`config.mk`:
```
export PLATFORM = sky130hd
export DESIGN_NAME = path_search_ctrl_flat
export DESIGN_NICKNAME = d
export VERILOG_FILES = /design/src/rtl/path_search_ctrl_if.sv /design/src/rtl/path_search_ctrl.sv /design/src/flat_wrapper.sv
export SDC_FILE = /design/constraint.sdc
export NUM_CORES = 1
export LEC_CHECK = 0
export CORE_UTILIZATION = 50
export DETAILED_ROUTE_END_ITERATION = 12
export MAX_ROUTING_LAYER = met4
export PLACE_DENSITY = 0.66
export SYNTH_ARGS = -nofsm -noshare
export SYNTH_HDL_FRONTEND = slang
export SYNTH_SLANG_ARGS = --single-unit
```
`constraint.sdc`:
```
create_clock -name clk -period 9.75 [get_ports clk]
set_input_delay 1.95 -clock clk [delete_from_list [all_inputs] [get_ports clk]]
set_output_delay 1.95 -clock clk [all_outputs]
set_load 0.02 [all_outputs]
```
`src/rtl/path_search_ctrl_if.sv`:
```
// Bundle between the search controller, the mission requester, the adjacency
// ROM and the path consumer. The controller takes the slave side.
interface path_search_ctrl_if #(
  parameter int NODE_W = 5,
  parameter int DIST_W = 7
);
  logic              start;
  logic [NODE_W-1:0] src;
  logic [NODE_W-1:0] dst;
  logic [NODE_W-1:0] node_addr;
  logic [NODE_W+1:0] nb0;
  logic [NODE_W+1:0] nb1;
  logic [NODE_W+1:0] nb2;
  logic [NODE_W+1:0] nb3;
  logic              busy;
  logic              done;
  logic              err;
  logic [NODE_W-1:0] path_len;
  logic [DIST_W-1:0] total_cost;
  logic [NODE_W-1:0] path_node;
  logic              path_valid;
  logic              path_ready;
  logic              path_last;

  modport master (
    output start, src, dst, nb0, nb1, nb2, nb3, path_ready,
    input  node_addr, busy, done, err, path_len, total_cost,
           path_node, path_valid, path_last
  );

  modport slave (
    input  start, src, dst, nb0, nb1, nb2, nb3, path_ready,
    output node_addr, busy, done, err, path_len, total_cost,
           path_node, path_valid, path_last
  );
endinterface

```
`src/rtl/path_search_ctrl.sv`:
```
// Dijkstra shortest-path sequencer over the adjacency ROM. Scans for the
// closest unvisited node, relaxes its four ROM neighbours, then walks the
// predecessor chain back from dst into a LIFO and streams src..dst out.
module path_search_ctrl #(
  parameter int NUM_NODES = 26,
  parameter int NODE_W    = 5,
  parameter int DIST_W    = 7
) (
  input logic              clk,
  input logic              rst_n,
  path_search_ctrl_if.slave bus
);
  localparam logic [2:0] S_IDLE      = 3'd0;
  localparam logic [2:0] S_INIT      = 3'd1;
  localparam logic [2:0] S_SELECT    = 3'd2;
  localparam logic [2:0] S_EXPAND    = 3'd3;
  localparam logic [2:0] S_BACKTRACK = 3'd4;
  localparam logic [2:0] S_STREAM    = 3'd5;
  localparam logic [2:0] S_ERR       = 3'd6;

  localparam logic [DIST_W-1:0] INF    = {DIST_W{1'b1}};
  localparam logic [NODE_W-1:0] N_CNT  = NODE_W'(NUM_NODES);
  localparam logic [NODE_W-1:0] N_LAST = NODE_W'(NUM_NODES - 1);
  localparam logic [NODE_W-1:0] ONE    = NODE_W'(1);

  logic [2:0]        r_state;
  logic [NODE_W-1:0] r_src;
  logic [NODE_W-1:0] r_dst;
  logic [NODE_W-1:0] r_addr;
  logic [NODE_W-1:0] r_idx;
  logic [NODE_W-1:0] r_best_node;
  logic [DIST_W-1:0] r_best_dist;
  logic [NODE_W-1:0] r_u;
  logic [1:0]        r_slot;
  logic [NODE_W-1:0] r_bt_node;
  logic [NODE_W-1:0] r_sp;
  logic [NODE_W-1:0] r_len;
  logic [DIST_W-1:0] r_cost;
  logic [NODE_W-1:0] r_node;
  logic              r_valid;
  logic              r_last;
  logic              r_done;
  logic              r_err;

  logic [DIST_W-1:0]    r_dist [NUM_NODES];
  logic [NODE_W-1:0]    r_prev [NUM_NODES];
  logic [NUM_NODES-1:0] r_visited;
  logic [NODE_W-1:0]    r_lifo [NUM_NODES];

  logic              w_start_ok;
  logic              w_req_bad;
  logic              w_take;
  logic [NODE_W-1:0] w_sel_node;
  logic [DIST_W-1:0] w_sel_dist;
  logic              w_sel_expand;
  logic [NODE_W+1:0] w_nb;
  logic [NODE_W-1:0] w_v;
  logic [1:0]        w_cost;
  logic              w_edge;
  logic [NODE_W-1:0] w_v_idx;
  logic [DIST_W-1:0] w_nd;
  logic              w_relax;

  // A start arriving while the done pulse is still visible is not a new request.
  assign w_start_ok = bus.start && (r_state == S_IDLE) && !r_done;
  assign w_req_bad  = (bus.src >= N_CNT) || (bus.dst >= N_CNT);

  // Running minimum of the scan; strict compare keeps the lowest index on ties.
  assign w_take       = !r_visited[r_idx] && (r_dist[r_idx] < r_best_dist);
  assign w_sel_node   = w_take ? r_idx : r_best_node;
  assign w_sel_dist   = w_take ? r_dist[r_idx] : r_best_dist;
  assign w_sel_expand = (r_state == S_SELECT) && (r_idx == N_LAST) &&
                        (w_sel_dist != INF) && (w_sel_node != r_dst);

  // Select the ROM slot being relaxed this cycle.
  always_comb begin
    w_nb = bus.nb0;
    case (r_slot)
      2'd0:    w_nb = bus.nb0;
      2'd1:    w_nb = bus.nb1;
      2'd2:    w_nb = bus.nb2;
      default: w_nb = bus.nb3;
    endcase
  end

  // Sentinel ids are clamped to index 0 so the tables are never read out of range.
  assign w_v     = w_nb[NODE_W-1:0];
  assign w_cost  = w_nb[NODE_W+1:NODE_W];
  assign w_edge  = (w_v < N_CNT);
  assign w_v_idx = w_edge ? w_v : '0;
  assign w_nd    = r_dist[r_u] + {{(DIST_W-2){1'b0}}, w_cost};
  assign w_relax = w_edge && !r_visited[w_v_idx] && (w_nd < r_dist[w_v_idx]);

  assign bus.busy       = (r_state != S_IDLE);
  assign bus.done       = r_done;
  assign bus.err        = r_err;
  assign bus.node_addr  = r_addr;
  assign bus.path_len   = r_len;
  assign bus.total_cost = r_cost;
  assign bus.path_node  = r_node;
  assign bus.path_valid = r_valid;
  assign bus.path_last  = r_last;

  // Sequencer: request capture, scan, expand, backtrack and stream control.
  always_ff @(posedge clk or negedge rst_n) begin
    if (!rst_n) begin
      r_state     <= S_IDLE;
      r_src       <= '0;
      r_dst       <= '0;
      r_addr      <= '0;
      r_idx       <= '0;
      r_best_node <= '0;
      r_best_dist <= INF;
      r_u         <= '0;
      r_slot      <= '0;
      r_bt_node   <= '0;
      r_sp        <= '0;
      r_len       <= '0;
      r_cost      <= '0;
      r_node      <= '0;
      r_valid     <= 1'b0;
      r_last      <= 1'b0;
      r_done      <= 1'b0;
      r_err       <= 1'b0;
    end else begin
      r_done <= 1'b0;
      case (r_state)
        S_IDLE: begin
          if (w_start_ok) begin
            r_err   <= 1'b0;
            r_src   <= bus.src;
            r_dst   <= bus.dst;
            r_state <= w_req_bad ? S_ERR : S_INIT;
          end
        end
        S_INIT: begin
          r_idx       <= '0;
          r_best_dist <= INF;
          r_best_node <= '0;
          r_state     <= S_SELECT;
        end
        S_SELECT: begin
          if (r_idx == N_LAST) begin
            r_idx       <= '0;
            r_best_dist <= INF;
            r_best_node <= '0;
            if (w_sel_dist == INF) begin
              r_state <= S_ERR;
            end else if (w_sel_node == r_dst) begin
              r_bt_node <= r_dst;
              r_sp      <= '0;
              r_len     <= '0;
              r_cost    <= w_sel_dist;
              r_state   <= S_BACKTRACK;
            end else begin
              r_u     <= w_sel_node;
              r_addr  <= w_sel_node;
              r_slot  <= '0;
              r_state <= S_EXPAND;
            end
          end else begin
            r_idx       <= r_idx + ONE;
            r_best_dist <= w_sel_dist;
            r_best_node <= w_sel_node;
          end
        end
        S_EXPAND: begin
          r_slot <= r_slot + 2'd1;
          if (r_slot == 2'd3) begin
            r_state <= S_SELECT;
          end
        end
        S_BACKTRACK: begin
          // A chain longer than the node count can only come from a corrupt table.
          if (r_sp == N_CNT) begin
            r_state <= S_ERR;
          end else begin
            r_sp  <= r_sp + ONE;
            r_len <= r_len + ONE;
            if (r_bt_node == r_src) begin
              r_state <= S_STREAM;
            end else begin
              r_bt_node <= r_prev[r_bt_node];
            end
          end
        end
        S_STREAM: begin
          if (!r_valid || bus.path_ready) begin
            if (r_sp != '0) begin
              r_node  <= r_lifo[r_sp - ONE];
              r_valid <= 1'b1;
              r_last  <= (r_sp == ONE);
              r_sp    <= r_sp - ONE;
            end else begin
              r_valid <= 1'b0;
              r_last  <= 1'b0;
              r_done  <= 1'b1;
              r_state <= S_IDLE;
            end
          end
        end
        S_ERR: begin
          r_err   <= 1'b1;
          r_done  <= 1'b1;
          r_state <= S_IDLE;
        end
        default: r_state <= S_IDLE;
      endcase
    end
  end

  // Per-node distance, predecessor and visited tables.
  always_ff @(posedge clk or negedge rst_n) begin
    if (!rst_n) begin
      for (int i = 0; i < NUM_NODES; i++) begin
        r_dist[i] <= INF;
        r_prev[i] <= '0;
      end
      r_visited <= '0;
    end else if (r_state == S_INIT) begin
      for (int i = 0; i < NUM_NODES; i++) begin
        r_dist[i] <= (NODE_W'(i) == r_src) ? '0 : INF;
      end
      r_visited <= '0;
    end else begin
      if (w_sel_expand) begin
        r_visited[w_sel_node] <= 1'b1;
      end
      if ((r_state == S_EXPAND) && w_relax) begin
        r_dist[w_v_idx] <= w_nd;
        r_prev[w_v_idx] <= r_u;
      end
    end
  end

  // Path LIFO filled dst-first during backtrack so src pops out first.
  always_ff @(posedge clk) begin
    if ((r_state == S_BACKTRACK) && (r_sp != N_CNT)) begin
      r_lifo[r_sp] <= r_bt_node;
    end
  end
endmodule

```
`src/flat_wrapper.sv`:
```
// flat-port wrapper written by rule: the top's interface ports become plain ports
module path_search_ctrl_flat 
#(
  parameter int NUM_NODES = 26,
  parameter int NODE_W    = 5,
  parameter int DIST_W    = 7
)
  (clk, rst_n, bus_start, bus_src, bus_dst, bus_nb0, bus_nb1, bus_nb2, bus_nb3, bus_path_ready, bus_node_addr, bus_busy, bus_done, bus_err, bus_path_len, bus_total_cost, bus_path_node, bus_path_valid, bus_path_last);
  path_search_ctrl_if #(.NODE_W(NODE_W), .DIST_W(DIST_W)) bus_i ();
  input logic clk;
  input logic rst_n;
  input wire logic [$bits(bus_i.start)-1:0] bus_start;
  input wire logic [$bits(bus_i.src)-1:0] bus_src;
  input wire logic [$bits(bus_i.dst)-1:0] bus_dst;
  input wire logic [$bits(bus_i.nb0)-1:0] bus_nb0;
  input wire logic [$bits(bus_i.nb1)-1:0] bus_nb1;
  input wire logic [$bits(bus_i.nb2)-1:0] bus_nb2;
  input wire logic [$bits(bus_i.nb3)-1:0] bus_nb3;
  input wire logic [$bits(bus_i.path_ready)-1:0] bus_path_ready;
  output wire logic [$bits(bus_i.node_addr)-1:0] bus_node_addr;
  output wire logic [$bits(bus_i.busy)-1:0] bus_busy;
  output wire logic [$bits(bus_i.done)-1:0] bus_done;
  output wire logic [$bits(bus_i.err)-1:0] bus_err;
  output wire logic [$bits(bus_i.path_len)-1:0] bus_path_len;
  output wire logic [$bits(bus_i.total_cost)-1:0] bus_total_cost;
  output wire logic [$bits(bus_i.path_node)-1:0] bus_path_node;
  output wire logic [$bits(bus_i.path_valid)-1:0] bus_path_valid;
  output wire logic [$bits(bus_i.path_last)-1:0] bus_path_last;
  assign bus_i.start = bus_start;
  assign bus_i.src = bus_src;
  assign bus_i.dst = bus_dst;
  assign bus_i.nb0 = bus_nb0;
  assign bus_i.nb1 = bus_nb1;
  assign bus_i.nb2 = bus_nb2;
  assign bus_i.nb3 = bus_nb3;
  assign bus_i.path_ready = bus_path_ready;
  assign bus_node_addr = bus_i.node_addr;
  assign bus_busy = bus_i.busy;
  assign bus_done = bus_i.done;
  assign bus_err = bus_i.err;
  assign bus_path_len = bus_i.path_len;
  assign bus_total_cost = bus_i.total_cost;
  assign bus_path_node = bus_i.path_node;
  assign bus_path_valid = bus_i.path_valid;
  assign bus_path_last = bus_i.path_last;
  path_search_ctrl #(.NUM_NODES(NUM_NODES), .NODE_W(NODE_W), .DIST_W(DIST_W)) u_core (.clk(clk), .rst_n(rst_n), .bus(bus_i));
endmodule
```
==> impl_metrics.tcl, run 1 <==
set metrics [dict create \
    gp_congestion 1.119 \
    clk_latency_ns 0.66 \
    cp_top_family "compound AO/OA/AOI/OAI gates" \
    hold_viol 0 \
    path_cells "clkdlybuf4s50_1, a222oi_1, nor4_1, buf_4, nor4_4, buf_4, a221oi_1, o32ai_1, o21ai_0, ha_1, nand4_1, o21ai_0, nor3_1, nand2_1, a41oi_1, a32oi_1, nand4b_4, buf_12, or3_1, o221a_2" \
    cts_resized 0 \
    min_path_type "register to register" \
    yosysTopAreaCellShare_pct 17.78 \
    rows 90 \
    ys_seq_area_share_pct 46.82 \
    track_usage_pct 33.62 \
    slowest_delay_ns 0.93 \
    relSlewSlack_pct 14.84 \
    vias_per_cell 7.081 \
    die_h_microns 249.2 \
    worst-endpoint-arrival_ns 8.92 \
    setup-tns-final_ns 0 \
    drv_cap 0 \
    drcViolationCount 0 \
    cts_sinks 536 \
    antenna_left 0 \
    clockRootBuffer "clkbuf_16" \
    die_w_microns 249.2 \
    synth_edf_count 130 \
    post_route_cells_drive_above_1_share_pct 29.97 \
    slowest_stage "a222oi_1" \
    reg2regPathDepth 21 \
    synth_seq_cells 536 \
    grt_pass1_wl_microns 153400 \
    syn_nets 2636 \
    status "completed" \
    post_cts_buffers 0 \
    area_growth_pct 11.23 \
    r2r-end "u_core.r_dist[85]$_DFFE_PN1P_" \
    fin_nets 2616 \
    ys.warnings.count 0 \
    dr.first_iter.drc_count 3062 \
    grt_pass1_vias 23190 \
    cp-start-kind "input pin" \
    h-tree-depth 2 \
    num_io_pins 69 \
    r2r_slack_ns 2.32 \
    vias 23930 \
    die_area_sq_mm 0.06208 \
    clkTransAtPathRegs_ns 0.06 \
    drt-total-wl_microns 101600 \
    cts_hold_buf 0 \
    skew_ns 0.05765 \
    setup_viol 0 \
    irDropWorstVdd_mv 0.2364 \
    drv_slew 0 \
    avgSynthCellArea_sq_um 11.90 \
    start_util_pct 50.61 \
    yosysUniqueCellTypes 87 \
    rsz0062_at_grt "false" \
    cts_tree "built" \
    synthFlopType "dfrtp_1" \
    synth.largest_area_cell "dfrtp_1" \
    cts_buffer_depth 3 \
    max_freq_mhz 119.8 \
    finalCritPeriodShare_pct 85.59 \
    utilization_pct 56.29 \
    r2r_start "u_core.r_slot[0]$_DFFE_PN0P_" \
    worst_pin_slew_ns 1.277 \
    synth_area_sq_mm 0.03054 \
    p_leak_nw 12.93 \
    synthCells 2567 \
    synth.area.top_cells "dfrtp_1 18%, dfstp_2 16%, edfxtp_1 13%, mux4_2 11%, mux2_2 3.9%" \
    drt-wirelength-per-cell_microns 30.07 \
    portBuffers 68 \
    path_class "input pin to register" \
    path_depth 20 \
    post-route-worst-setup-slack_ns 1.405 \
    drt-pass1-iter-count 8 \
    core_sq_mm 0.06036 \
    powerDensity_mw_per_mm2 387.9 \
    end_kind "register" \
    critPathBufInv 4 \
    antenna_found_initial 4 \
    dp_hpwl_microns 70840 \
    synthArstFlopShare_pct 75.75 \
    crit_start "bus_nb2[4]" \
    period_needed_ns 8.345 \
    endpoint "u_core.r_dist[85]$_DFFE_PN1P_" \
    critPathRequiredTime_ns 10.32 \
    dp_slack_ns 1.066 \
    crit_path_max_fanout 23 \
    overflow 0 \
    cts_buffers 57 \
    grt_max_degree 165 \
]
-- where the power goes --
part	internal, W	switching (W)
Sequential	0.00317	0.000858
Clock	0.00135	0.000956
Combinational	0.00250	0.00435
-- Yosys cell counts, types with 23 or more instances --
library cell and instances:
a21oi_1 61, a221oi_1 34, a22oi_1 30, a31oi_1 35
buf_1 28, buf_2 40, clkbuf_1 145, dfrtp_1 217
dfstp_2 189, edfxtp_1 130, ha_1 26, inv_1 50
mux2_1 59, mux2_2 105, mux2i_1 89, mux4_2 152
nand2_1 242, nand2b_1 30, nand3_1 58, nor2_1 150
nor2b_1 23, nor3_1 51, o21ai_0 101, o221a_2 97
o221ai_1 28, o311a_1 56, o31ai_1 26
-- kinds of logic (layout without fill, tap and decap cells) --
| logic type | count (synthesis) | in the layout | share of synthesized area [%] |
|---|---|---|---|
| AO/OA/AOI/OAI | 617 | 617 | 16.26 |
| flip-flops | 536 | 536 | 46.82 |
| adder cells (fa/ha/maj) | 27 | 27 | 1.131 |
| AND/OR/NAND/NOR | 682 | 682 | 11.05 |
| XOR/XNOR | 25 | 25 | 0.7169 |
| buffers and inverters | 269 | 298 | 3.568 |
| multiplexers | 411 | 411 | 20.46 |
| other | 0 | 2 | 0 |
-- how the worst min path moves through the flow --
stage	startpoint	endpoint	slack, ns	depth (start not counted)
2_1_floorplan	u_core.r_prev[19]$_DFFE_PN0P_	u_core.r_prev[19]$_DFFE_PN0P_	0.44	2
3_3_place_gp	u_core.r_prev[34]$_DFFE_PN0P_	u_core.r_prev[34]$_DFFE_PN0P_	0.46	2
3_5_place_dp	u_core.r_prev[39]$_DFFE_PN0P_	u_core.r_prev[39]$_DFFE_PN0P_	0.47	2
4_1_cts	u_core.r_prev[39]$_DFFE_PN0P_	u_core.r_prev[39]$_DFFE_PN0P_	0.48	2
5_1_grt	u_core.r_prev[36]$_DFFE_PN0P_	u_core.r_prev[36]$_DFFE_PN0P_	0.50	1
6_report	u_core.r_prev[39]$_DFFE_PN0P_	u_core.r_prev[39]$_DFFE_PN0P_	0.48	2
-- worst min-delay path, stage by stage (launching register included) --
cell and delay, ns:
dfrtp_1 0.34, nand2_1 0.04, o21ai_0 0.06
-- layer usage --
metal	part of all wire (%)	routed length, microns	vias up	GRT usage [%]
met2	43	43820	1551	47.42
met5	0	0	-	-
met4	4.0	4106	0	12.17
met1	41	41980	12120	46.45
li1	-	-	10010	-
met3	12	11720	263	9.122
-- final cells by class --
class | instances | area, sq um
antenna | 2 | 5.005
clock buffer | 79 | 1610
clock inverter | 29 | 391.6
fill | 5019 | 26380
inverter | 51 | 191.4
multi-input combinational | 1762 | 15210
sequential | 536 | 14320
tap | 782 | 978.4
timing repair buffer | 139 | 1269
-- per-stage QoR --
stage	hold WS (ns)	power, W	instances	instance area, sq um
finish	0.4783	0.01318	3380	33980
global route	0.4968	0.01369	3380	33980
CTS	0.4802	0.01296	3378	33970
detailed placement	0.4671	0.01064	3270	31970
global placement	0.4579	0.01053	3270	31970
floorplan	0.4446	0.008142	2567	30540
-- layout by cell type, fill, tap and decap left out, types with 13 or more instances in the layout --
| cell | count |
|---|---|
| nand2_1 | 242 |
| dfrtp_1 | 210 |
| dfstp_2 | 189 |
| mux4_2 | 152 |
| nor2_1 | 149 |
| edfxtp_1 | 130 |
| mux2_2 | 105 |
| o21ai_0 | 101 |
| o221a_2 | 97 |
| mux2i_1 | 89 |
| clkdlybuf4s50_1 | 67 |
| buf_4 | 67 |
| a21oi_1 | 60 |
| mux2_1 | 59 |
| nand3_1 | 58 |
| clkbuf_16 | 58 |
| o311a_1 | 56 |
| nor3_1 | 51 |
| inv_1 | 50 |
| a31oi_1 | 35 |
| a221oi_1 | 34 |
| a22oi_1 | 30 |
| nand2b_1 | 30 |
| o221ai_1 | 28 |
| ha_1 | 26 |
| o31ai_1 | 25 |
| nor2b_1 | 23 |
| nand4_1 | 20 |
| or3_1 | 19 |
| and2_1 | 16 |
| nor4_1 | 14 |
| o22ai_1 | 14 |
| o211ai_1 | 13 |
| clkbuf_1 | 13 |
-- sequential cells by signal, summed over array words and instances, names as in the netlist, 2 cells and up --
signal,cells
u_core.r_best_dist,7
u_core.r_sp,5
u_core.r_prev,130
u_core.r_src,5
u_core.r_dst,5
u_core.r_state,3
u_core.r_idx,5
u_core.r_lifo,130
u_core.bus.path_node,5
u_core.bus.total_cost,7
u_core.r_best_node,5
u_core.r_bt_node,5
u_core.bus.path_len,5
u_core.r_visited,26
u_core.r_dist,182
u_core.r_slot,2
u_core.bus.node_addr,5
Power figures use the tool's default switching activity.
==> inputs of run 2 (changes only) <==
--- a/config.mk
+++ b/config.mk
@@ -5,8 +5,10 @@
 export SDC_FILE = /design/constraint.sdc
 export NUM_CORES = 1
 export LEC_CHECK = 0
+export CORE_MARGIN = 10
 export CORE_UTILIZATION = 50
 export DETAILED_ROUTE_END_ITERATION = 12
+export GPL_ROUTABILITY_DRIVEN = 0
 export MAX_ROUTING_LAYER = met4
 export PLACE_DENSITY = 0.66
 export SYNTH_ARGS = -nofsm -noshare
==> run 2 against run 1 <==
Cell area barely moved; power fell by 0.19%; clock skew fell by 0.019 ns; setup slack got worse by 0.046 ns; largest power group unchanged; clock power barely moved; hold slack improved by 0.0069 ns; largest cell class unchanged; maximum frequency fell by 0.55%; first-iteration DRC count rose by 20%; global-route usage fell by 4.8 points; count of clock-buffer cells in the layout fell by 11; via count rose by 1.2%.
==> impl_metrics.tcl, run 2 (synthesized netlist as in run 1, its figures left out) <==
set metrics [dict create \
    antenna_found_initial 5 \
    mostFrequentLayoutCells "242 x nand2_1, 210 x dfrtp_1, 189 x dfstp_2" \
    worst_pin_slew_ns 1.049 \
    dp.cells 3265 \
    p_leak_nw 12.91 \
    slowest_stage "a222oi_1" \
    final_cells 3381 \
    cts_sinks 536 \
    period_needed_ns 8.391 \
    start_util_pct 50.51 \
    largest_reg_flops 182 \
    die_area_sq_mm 0.07137 \
    finalCritPeriodShare_pct 86.06 \
    reg_top3 "u_core.r_dist x182, u_core.r_lifo x130, u_core.r_prev x130" \
    cp_common_cell "o21ai_0" \
    hold_viol 0 \
    r2r_start "u_core.r_slot[0]$_DFFE_PN0P_" \
    post_cts_buffers 0 \
    drv_cap 0 \
    vias 24230 \
    setup_viol 0 \
    portBuffers 68 \
    path_class "input pin to register" \
    area_growth_pct 11.16 \
    drt-wirelength-per-cell_microns 30.04 \
    irDropWorstVdd_mv 0.3211 \
    core_sq_mm 0.06047 \
    track_usage_pct 28.86 \
    rows 90 \
    post_route_cells_drive_above_1_share_pct 29.93 \
    cts_hold_buf 0 \
    r2r-end "u_core.r_prev[74]$_DFFE_PN0P_" \
    cts_tree "built" \
    rsz0062_at_grt "false" \
    dp_hpwl_microns 68530 \
    grt_pass1_vias 23570 \
    powerDensity_mw_per_mm2 387.5 \
    end_kind "register" \
    min_path_type "register to register" \
    die_w_microns 267.2 \
    clockRootBuffer "clkbuf_16" \
    r2r_slack_ns 2.24 \
    reg2regPathDepth 22 \
    fin_nets 2612 \
    drv_slew 0 \
    path_cells "clkdlybuf4s50_1, a222oi_1, nor2_1, o32ai_2, buf_4, o21ai_0, a221oi_1, o32ai_1, o21ai_0, ha_1, nand4_1, o21ai_0, nor3_1, nand2_1, a41oi_1, a32oi_1, buf_4, nand4b_4, buf_12, nor4_4, mux2_1" \
    setup-tns-final_ns 0 \
    slowest_delay_ns 0.87 \
    drt-total-wl_microns 101600 \
    overflow 0 \
    die_h_microns 267.2 \
    hold_end "u_core.bus.path_node[1]$_DFFE_PN0P_" \
    skew_ns 0.03854 \
    crit_path_max_fanout 26 \
    cp-start-kind "input pin" \
    layout_commonest_cell "nand2_1" \
    cts_buffer_depth 3 \
    drt-pass1-iter-count 6 \
    worst-endpoint-arrival_ns 8.91 \
    drcViolationCount 0 \
    h-tree-depth 2 \
    cts_resized 0 \
    clkTransAtPathRegs_ns 0.06 \
    antenna_left 0 \
    min_from "u_core.bus.path_node[1]$_DFFE_PN0P_" \
    max_freq_mhz 119.2 \
    status "completed" \
    grt_pass1_wl_microns 153000 \
    critPathRequiredTime_ns 10.27 \
    grt_max_degree 161 \
    num_io_pins 69 \
    cts_buffers 58 \
    regMostFlops "u_core.r_dist" \
    clk_latency_ns 0.66 \
    min_path_cells 2 \
    vias_per_cell 7.165 \
    relSlewSlack_pct 29.87 \
    dr.first_iter.drc_count 3660 \
]
run 2: cell types whose count changed in the layout (fill, tap and decap cells not counted), moves of 2 or more:
| cell | previous run | this run |
|---|---|---|
| clkbuf_1 | 13 | 5 |
| clkinv_1 | 1 | 7 |
| clkinv_2 | 9 | 14 |
| diode_2 | 2 | 6 |
| buf_4 | 67 | 64 |
| clkbuf_8 | 8 | 5 |
| buf_12 | 4 | 2 |
| clkinv_16 | 1 | 3 |
| clkinv_4 | 2 | 0 |
| clkinv_8 | 2 | 0 |
| clkinvlp_4 | 7 | 9 |
run 2: power by group:
group          total (W)  internal (W)  switching (W)  leakage, nW
sequential       0.00400       0.00316       0.000836         6.12
combinational    0.00682       0.00249        0.00433         5.82
clock            0.00233       0.00135       0.000982        0.976
run 2: worst max-delay path by stage:
stage / startpoint / end / slack (ns) / cells after the start
2_1_floorplan: bus_nb2[2] / u_core.r_prev[125]$_DFFE_PN0P_ / 2.66 / 21
3_3_place_gp: bus_nb2[2] / u_core.r_prev[125]$_DFFE_PN0P_ / 1.31 / 20
3_5_place_dp: bus_nb2[2] / u_core.r_prev[128]$_DFFE_PN0P_ / 1.11 / 20
4_1_cts: bus_nb2[2] / u_core.r_prev[126]$_DFFE_PN0P_ / 1.78 / 20
5_1_grt: bus_nb2[3] / u_core.r_dist[175]$_DFFE_PN1P_ / 1.30 / 20
6_report: bus_nb2[4] / u_core.r_prev[74]$_DFFE_PN0P_ / 1.36 / 21
run 2: critical path: cells and delay by family:
kind | cells | cell delay, ns
AND/OR/NAND/NOR | 6 | 1.67
buffers and inverters | 4 | 1.36
AO/OA/AOI/OAI | 9 | 3.19
multiplexers | 1 | 0.38
adder cells (fa/ha/maj) | 1 | 0.29
run 2: layout make-up:
type	count	area [sq um]
clock inverter	42	503.0
fill	4877	26520
sequential	536	14310
inverter	51	191.4
clock buffer	68	1539
antenna	6	15.01
multi-input combinational	1762	15210
timing repair buffer	134	1206
tap	782	978.4
run 2: metal layers:
| metal | routed length [microns] | vias up | GRT usage (%) |
|---|---|---|---|
| li1 | - | 10010 | - |
| met1 | 40510 | 12200 | 38.13 |
| met2 | 43480 | 1690 | 40.66 |
| met3 | 13180 | 331 | 9.557 |
| met4 | 4403 | 0 | 11.09 |
| met5 | 0 | - | - |
run 2: per-stage QoR:
stage / total power, W / hold WS [ns] / util [%] / setup WS, ns / area (sq um)
finish: 0.01316 / 0.4852 / 56.15 / 1.359 / 33950
global route: 0.01364 / 0.5028 / 56.14 / 1.302 / 33950
CTS: 0.01288 / 0.4876 / 56.12 / 1.780 / 33940
global placement: 0.01039 / 0.4575 / 52.75 / 1.313 / 31900
detailed placement: 0.01053 / 0.4730 / 52.75 / 1.106 / 31900
floorplan: 0.008142 / 0.4446 / - / 2.659 / 30540
